$ cat config.mk
export PLATFORM = sky130hd
export DESIGN_NAME = vga_timing
export DESIGN_NICKNAME = d
export VERILOG_FILES = /design/src/rtl/vga_timing_pkg.sv /design/src/rtl/vga_axis_counter.sv /design/src/rtl/vga_timing.sv
export SDC_FILE = /design/constraint.sdc
export NUM_CORES = 1
export LEC_CHECK = 0
export ABC_AREA = 1
export BUFFER_PORTS_ARGS = -buffer_cell sky130_fd_sc_hd__buf_4
export CAP_MARGIN = 20
export CORE_MARGIN = 2
export CORE_UTILIZATION = 45
export DETAILED_ROUTE_END_ITERATION = 16
export GPL_TIMING_DRIVEN = 0
export MAX_ROUTING_LAYER = met4
export PLACE_DENSITY = 0.66
export SYNTH_ARGS = -nofsm -noshare
export SYNTH_HDL_FRONTEND = slang
export SYNTH_SLANG_ARGS = --single-unit
$ cat constraint.sdc
create_clock -name clk -period 3.8 [get_ports clk]
set_input_delay 0.57 -clock clk [delete_from_list [all_inputs] [get_ports clk]]
set_output_delay 0.57 -clock clk [all_outputs]
set_load 0.01 [all_outputs]
$ cat src/rtl/vga_timing_pkg.sv
// Shared types for the VGA timing generator: the per-axis phase and the
// debug view of both phase FSMs.
package vga_timing_pkg;

  typedef enum logic [1:0] {
    VISIBLE = 2'd0,
    FRONT   = 2'd1,
    SYNC    = 2'd2,
    BACK    = 2'd3
  } vga_phase_t;

  typedef struct packed {
    vga_phase_t h_phase;
    vga_phase_t v_phase;
    logic       frame_end;
  } vga_dbg_t;

  // Phase that owns position pos; zero-length regions simply never match.
  function automatic vga_phase_t phase_of(input int pos, input int vis,
                                          input int fp, input int sp);
    if (pos < vis) return VISIBLE;
    if (pos < vis + fp) return FRONT;
    if (pos < vis + fp + sp) return SYNC;
    return BACK;
  endfunction

endpackage

$ cat src/rtl/vga_axis_counter.sv
// One timing axis: a wrapping position counter plus its region phase FSM.
module vga_axis_counter
  import vga_timing_pkg::*;
#(
  parameter int VIS = 640,
  parameter int FP  = 16,
  parameter int SP  = 96,
  parameter int BP  = 48,
  localparam int WHOLE = VIS + FP + SP + BP,
  localparam int BITS  = $clog2(WHOLE)
) (
  input  logic            clk,
  input  logic            reset_n,
  input  logic            step,
  output logic [BITS-1:0] count,
  output vga_phase_t      phase,
  output logic            wrap
);

  localparam logic [BITS-1:0] LAST = BITS'(WHOLE - 1);

  logic [BITS-1:0] count_next;

  assign wrap = step && (count == LAST);

  always_comb begin
    count_next = count + 1'b1;
    if (count == LAST) count_next = '0;
  end

  // The phase is taken from the position being entered, so an empty region
  // is skipped within the same edge.
  always_ff @(posedge clk or negedge reset_n) begin
    if (!reset_n) begin
      count <= '0;
      phase <= VISIBLE;
    end else if (step) begin
      count <= count_next;
      phase <= phase_of(int'(count_next), VIS, FP, SP);
    end
  end

endmodule

$ cat src/rtl/vga_timing.sv
// VGA timing generator: pixel/line counters, sync and visible generation,
// and an optional inc-gated delay chain on the timing outputs.
module vga_timing
  import vga_timing_pkg::*;
#(
  parameter int H_VISIBLE     = 640,
  parameter int H_FRONT_PORCH = 16,
  parameter int H_SYNC_PULSE  = 96,
  parameter int H_BACK_PORCH  = 48,
  parameter int V_VISIBLE     = 480,
  parameter int V_FRONT_PORCH = 10,
  parameter int V_SYNC_PULSE  = 2,
  parameter int V_BACK_PORCH  = 33,
  parameter bit H_SYNC_POL    = 1'b0,
  parameter bit V_SYNC_POL    = 1'b0,
  parameter int PIPE_DELAY    = 0,
  localparam int H_WHOLE = H_VISIBLE + H_FRONT_PORCH + H_SYNC_PULSE + H_BACK_PORCH,
  localparam int V_WHOLE = V_VISIBLE + V_FRONT_PORCH + V_SYNC_PULSE + V_BACK_PORCH,
  localparam int X_BITS  = $clog2(H_WHOLE),
  localparam int Y_BITS  = $clog2(V_WHOLE)
) (
  input  logic              clk,
  input  logic              reset_n,
  input  logic              inc,
  output logic [X_BITS-1:0] x,
  output logic [Y_BITS-1:0] y,
  output logic              line_start,
  output logic              frame_start,
  output logic              visible,
  output logic              hsync,
  output logic              vsync,
  output vga_dbg_t          dbg
);

  vga_phase_t h_phase;
  vga_phase_t v_phase;
  logic       h_wrap;
  logic       v_wrap;
  logic [2:0] raw;

  vga_axis_counter #(
    .VIS(H_VISIBLE), .FP(H_FRONT_PORCH), .SP(H_SYNC_PULSE), .BP(H_BACK_PORCH)
  ) u_h (
    .clk(clk), .reset_n(reset_n), .step(inc),
    .count(x), .phase(h_phase), .wrap(h_wrap)
  );

  // The vertical axis advances on the same edge as the line wrap, so both
  // phases change together with no intermediate cycle.
  vga_axis_counter #(
    .VIS(V_VISIBLE), .FP(V_FRONT_PORCH), .SP(V_SYNC_PULSE), .BP(V_BACK_PORCH)
  ) u_v (
    .clk(clk), .reset_n(reset_n), .step(h_wrap),
    .count(y), .phase(v_phase), .wrap(v_wrap)
  );

  assign line_start  = inc && (x == '0);
  assign frame_start = inc && (x == '0) && (y == '0);

  assign raw[2] = (h_phase == VISIBLE) && (v_phase == VISIBLE);
  assign raw[1] = (h_phase == SYNC) ? H_SYNC_POL : ~H_SYNC_POL;
  assign raw[0] = (v_phase == SYNC) ? V_SYNC_POL : ~V_SYNC_POL;

  assign dbg.h_phase   = h_phase;
  assign dbg.v_phase   = v_phase;
  assign dbg.frame_end = v_wrap;

  generate
    if (PIPE_DELAY == 0) begin : g_direct
      assign {visible, hsync, vsync} = raw;
    end else begin : g_delay
      localparam logic [2:0] IDLE_BITS = {1'b0, ~H_SYNC_POL, ~V_SYNC_POL};
      for (genvar i = 0; i < PIPE_DELAY; i++) begin : g_stage
        logic [2:0] d;
        logic [2:0] q;
        if (i == 0) begin : g_in
          assign d = raw;
        end else begin : g_link
          assign d = g_stage[i-1].q;
        end
        always_ff @(posedge clk or negedge reset_n) begin
          if (!reset_n)  q <= IDLE_BITS;
          else if (inc)  q <= d;
        end
      end
      assign {visible, hsync, vsync} = g_stage[PIPE_DELAY-1].q;
    end
  endgenerate

endmodule

**Yosys cells after proc, flatten, opt, wreduce, memory -nomap -nowiden**

Cells that the tools add are included.

- $add $sub $neg: 2
- Divide/modulo/power cells: 0
- Equality and inequality tests: 4
- Reductions and logical operators: 9
- Magnitude comparators: 6
- Muxes and demuxes: 34
- Shifts and indexed selects: 0
- Multipliers: 0
- Bitwise operators: 0

Operators with widths:

| operator | number |
|---|---|
| $lt A10 B10 Y1 const B | 3 |
| $lt A10 B9 Y1 const B | 3 |
| $mux W2 | 12 |
| $add A10 B1 Y10 const B | 2 |
| $eq A10 B10 Y1 const B | 2 |
| $logic_not A10 Y1 | 2 |
| $mux W1 | 20 |
| $mux W10 | 2 |
| $logic_and A1 B1 Y1 | 5 |
| $eq A2 B2 Y1 const B | 2 |
| $logic_not A2 Y1 | 2 |

- Input port bits: 3
- Bits in writable memories: 0
- Output and inout bits: 30
- ROM bits: 0
- Logic and storage cells: 59
- Memories: 0
- Register bits after elaboration: 24
- Latch bits: 0

**Logic depth before layout (Yosys ltp)**

- Depth in word-level cells: 13
- Mapped depth: 13

**Cells and area by module**

Synthesis repeated with hierarchy kept, for this count alone.

- Cell total of the unflattened synthesis: 263
- Area total of the unflattened synthesis: 1704.1 sq um

Modules (own cells, without submodules):

| module | cells each | area an instance (sq um) | times used |
|---|---|---|---|
| vga_axis_counter (u_v) | 127 | 830.8 | 1 |
| vga_axis_counter (u_h) | 110 | 760.7 | 1 |
| vga_timing | 26 | 112.6 | 1 |

**Worst setup path after synthesis**

No wires, ideal clock.

- Kind: input to output
- Start point: in inc
- End point: out frame_start
- Required time: 3230 ps
- Path slack: 1791 ps
- Path buffers: 1
- Arrival: 1439 ps
- Stages on the path: 5
- Path through: clkbuf_1 inv_1 nor3_1 nand3_1 nor2_1

- Word-level cells in the longest chain between the ends: 2

Ends and longest elaborated chain:

| item | line | text |
|---|---|---|
| start: declaration | vga_timing.sv:24 | `input logic inc,` |
| $logic_and A1 B1 Y1 (2 in series) | vga_timing.sv:58 | `assign frame_start = inc && (x == '0) && (y == '0);` |
| end: declaration | vga_timing.sv:28 | `output logic frame_start,` |

Every way passes these cells.

**Worst setup path after layout**

- Start point: reg u_h.count[0]
- End point: out dbg[0] (netlist name)

- Word-level cells in the longest chain between the ends: 3

Ends and longest elaborated chain:

| item | line | text |
|---|---|---|
| start: declaration | vga_axis_counter.sv:15 | `output logic [BITS-1:0] count,` |
| start signal: assignment | vga_axis_counter.sv:38 | `count <= count_next;` |
| $eq A10 B10 Y1 | vga_axis_counter.sv:24 | `assign wrap = step && (count == LAST);` |
| $logic_and A1 B1 Y1 (2 in series) | vga_axis_counter.sv:24 |  |
| end: declaration | vga_timing.sv:32 | `output vga_dbg_t dbg` |

Every way passes these cells.

==> run_results.csv <==
group,metric,value,unit
outcome,outcome,"finished clean",
worst_setup_path,slowest_stage,"dfrtp_1",
worst_setup_path,cp.required,3230,ps
placement,io_buffer_count,31,
clock_network,cts_resized,0,
yosys,seq_area_frac_synth,36.9,%
yosys,syn_inst,243,
final_layout,fin_cells,323,
flow_run,maxCapViolations,0,
power_and_ir_drop,ir_drop,239,µV
grt,use_met1,24.6,%
worst_setup_path,cp_num_buf_inv,3,
sta,relSlewSlack,72.4,%
final_layout,final_common_cell,"nand2_1",
grt,grt_pass1_wl,6560,µm
final_layout,syn2layout_area_growth,19.2,%
placement,dp_hpwl,2860,µm
floorplan,die_y,64.2,µm
sta,worst_slew_pin_slew,414,ps
grt,grt_pass1_vias,1548,
yosys,synth-main-ff-cell,"dfrtp_1",
floorplan,num_rows,21,
floorplan,io_pins,33,
worst_setup_path,critical_path_arrival,1970,ps
sta,finalMaxSlewViolations,0,
power_and_ir_drop,power_density,373,nW/µm²
clock_network,cts_num_sinks,24,
final_layout,nets,286,
grt,grt_overflow_total,0,
final_layout,diodes,0,
clock_network,cts_root_buffer,"clkbuf_4",
worst_setup_path,crit_path_end_kind,"primary output",
placement,place_inst,320,
sta,finalSetupViolCount,0,
route,vias,1586,
grt,busiest_layer,"met2",
yosys,synth_fp_nets,250,
yosys,ys_seq_elements,24,
clock_network,hold_buffers,0,
worst_setup_path,max_stage_delay,460,ps
yosys,async_flop_share,100,%
final_layout,layout_common_cells,"nand2_1, buf_4, inv_1",
worst_setup_path,worstPathMaxFanout,9,
yosys,syn_area_per_cell,6.70,µm²
sta,period_minus_slack,2540,ps
placement,place_congestion,0.875,
sta,max_freq,0.394,GHz
worst_hold_path,hold_path.class,"in -> async",
final_layout,drive_gt1_share,19.9,%
grt,use_met2,37.0,%
yosys,synthDistinctLibCells,29,
worst_setup_path,setup.worst_path.start_class,"register",
floorplan,core-area,3420,µm²
route,drtIter0Drc,91,
route,drc,0,
clock_network,cts_buffers,3,
sta,hold_violations,0,
floorplan,dieWidth,64.2,µm
route,drt-total-wl,3650,µm
sta,finalSetupTns,0,ps
grt,antenna_found_initial,0,
sta,rsz0062_at_grt,"false",
floorplan,die_area,4120,µm²
grt,met3_usage,2.11,%
clock_network,clk-insertion-delay-late,320,ps
clock_network,htreeDepth,1,
sta,min_period_over_period,66.7,%
worst_setup_path,worst_path_most_repeated_cell,"buf_4",
clock_network,cts_buffer_depth,2,
worst_setup_path,cp_cell_sequence,"ha_1, nand3_2, nor2_4, nand2_4, nor2_8, inv_2, nor2_1, buf_4, buf_4",
route,firstDrtPassIters,4,
route,avgRoutedWirePerCell,11.3,µm
floorplan,start_util,47.7,%
power_and_ir_drop,power_leakage,0.996,nW
clock_network,cts_tree,"done",
clock_network,cts_setup_buffers,0,
yosys,yosys_warnings,0,
clock_network,clkTransAtPathRegs,140,ps
sta,clock_skew,14.8,ps
grt,track_usage,20.4,%
grt,grt_max_degree,25,
worst_setup_path,crit_type,"reg -> out",
route,vias_per_cell,4.91,
route,ant_nets,0,
yosys,synth_edf_count,0,
yosys,syn_area,1630,µm²
worst_setup_path,crit_family,"simple AND/OR/NAND/NOR gates",
## layout make-up
cell class	instances	area, µm²
fillers	350	1470
multi-input cells	182	881
flip-flops and latches	24	601
repair buffers	31	233
clock buffers	3	22.5
plain buffers	5	27.5
inverters	32	120
well taps	46	57.6
## kinds of logic after synthesis
logic type                 Yosys count  synth area share [%]
and+or+nand+nor                    145                  39.7
xor gates and xnor gates             3                  1.61
DFF                                 24                  36.9
buffers and inverters               37                  9.06
adders and majority gates            4                  3.07
AOI/OAI and AO/OA                   30                  9.68
## cell usage after synthesis (2+ instances only)
cell type	n	share of area (%)
nand2_1	82	19
inv_1	27	6.2
nor2_1	26	6.0
dfrtp_1	24	37
o21ai_0	18	5.5
nand3_1	17	5.2
a21oi_1	5	1.5
ha_1	4	3.1
inv_2	4	0.92
nor2_2	4	1.5
nor3_1	4	1.2
o21ai_1	4	1.2
buf_4	2	0.92
clkbuf_1	2	0.46
nand2_2	2	0.77
nand3_2	2	1.2
nand4_1	2	0.77
nor2_4	2	1.4
xor2_1	2	1.1
## worst reg2reg max path, cell delays in order, from the launching register on
cell and delay, ps:
dfrtp_1 450, inv_1 110, ha_1 210, nand2_1 80
nor2_1 60, nand2_1 180, o21ai_1 100, nor2_1 200
nand2_1 100, o21ai_1 120, nand2_1 70, o21ai_1 90
## stage by stage
| stage | hold WS, ps | worst slack [ps] | utilization [%] | power, W | cell area [µm²] |
|---|---|---|---|---|---|
| 6_report | 118 | 1260 | 56.8 | 0.000724 | 1940 |
| 5_1_grt | 128 | 1100 | 56.8 | 0.000785 | 1940 |
| 4_1_cts | 128 | 1230 | 56.8 | 0.000732 | 1940 |
| 3_5_place_dp | 495 | 1440 | 56.2 | 0.000616 | 1920 |
| 3_3_place_gp | 498 | 1440 | 56.2 | 0.000615 | 1920 |
| 2_1_floorplan | 274 | 1790 | - | 0.000508 | 1630 |
## path summary, 6_finish.rpt
| path | start | end | slack, ps | depth (start not counted) |
|---|---|---|---|---|
| worst max-delay path | u_h.count[0] | dbg[0] | 1260 | 9 |
| worst min-delay path | reset_n | u_v.count[2] | 120 | 1 |
| worst max register to register | u_v.count[0] | u_v.phase[0] | 1960 | 11 |
| worst min register to register | u_h.phase[0] | u_h.phase[0] | 540 | 2 |
| max in group asynchronous | reset_n | u_h.phase[1] | 3430 | 1 |
| min in group clk | u_h.phase[0] | u_h.phase[0] | 540 | 2 |
## state kept, by name (all words and copies together) (netlist names)
register	flops
u_h.count	10
u_h.phase	2
u_v.phase	2
u_v.count	10
## layer usage
metal | wire length (µm) | up-vias
li1 | - | 832
met1 | 1640 | 713
met2 | 1830 | 35
met3 | 137 | 6
met4 | 37 | 0
met5 | 0 | -
## power breakdown
| part | total, W | internal [W] | switching, W |
|---|---|---|---|
| clock | 0.000116 | 0.0000372 | 0.0000784 |
| combinational | 0.000256 | 0.000109 | 0.000147 |
| sequential | 0.000352 | 0.000293 | 0.0000589 |
Note: power is estimated with default switching activity, not from simulation.
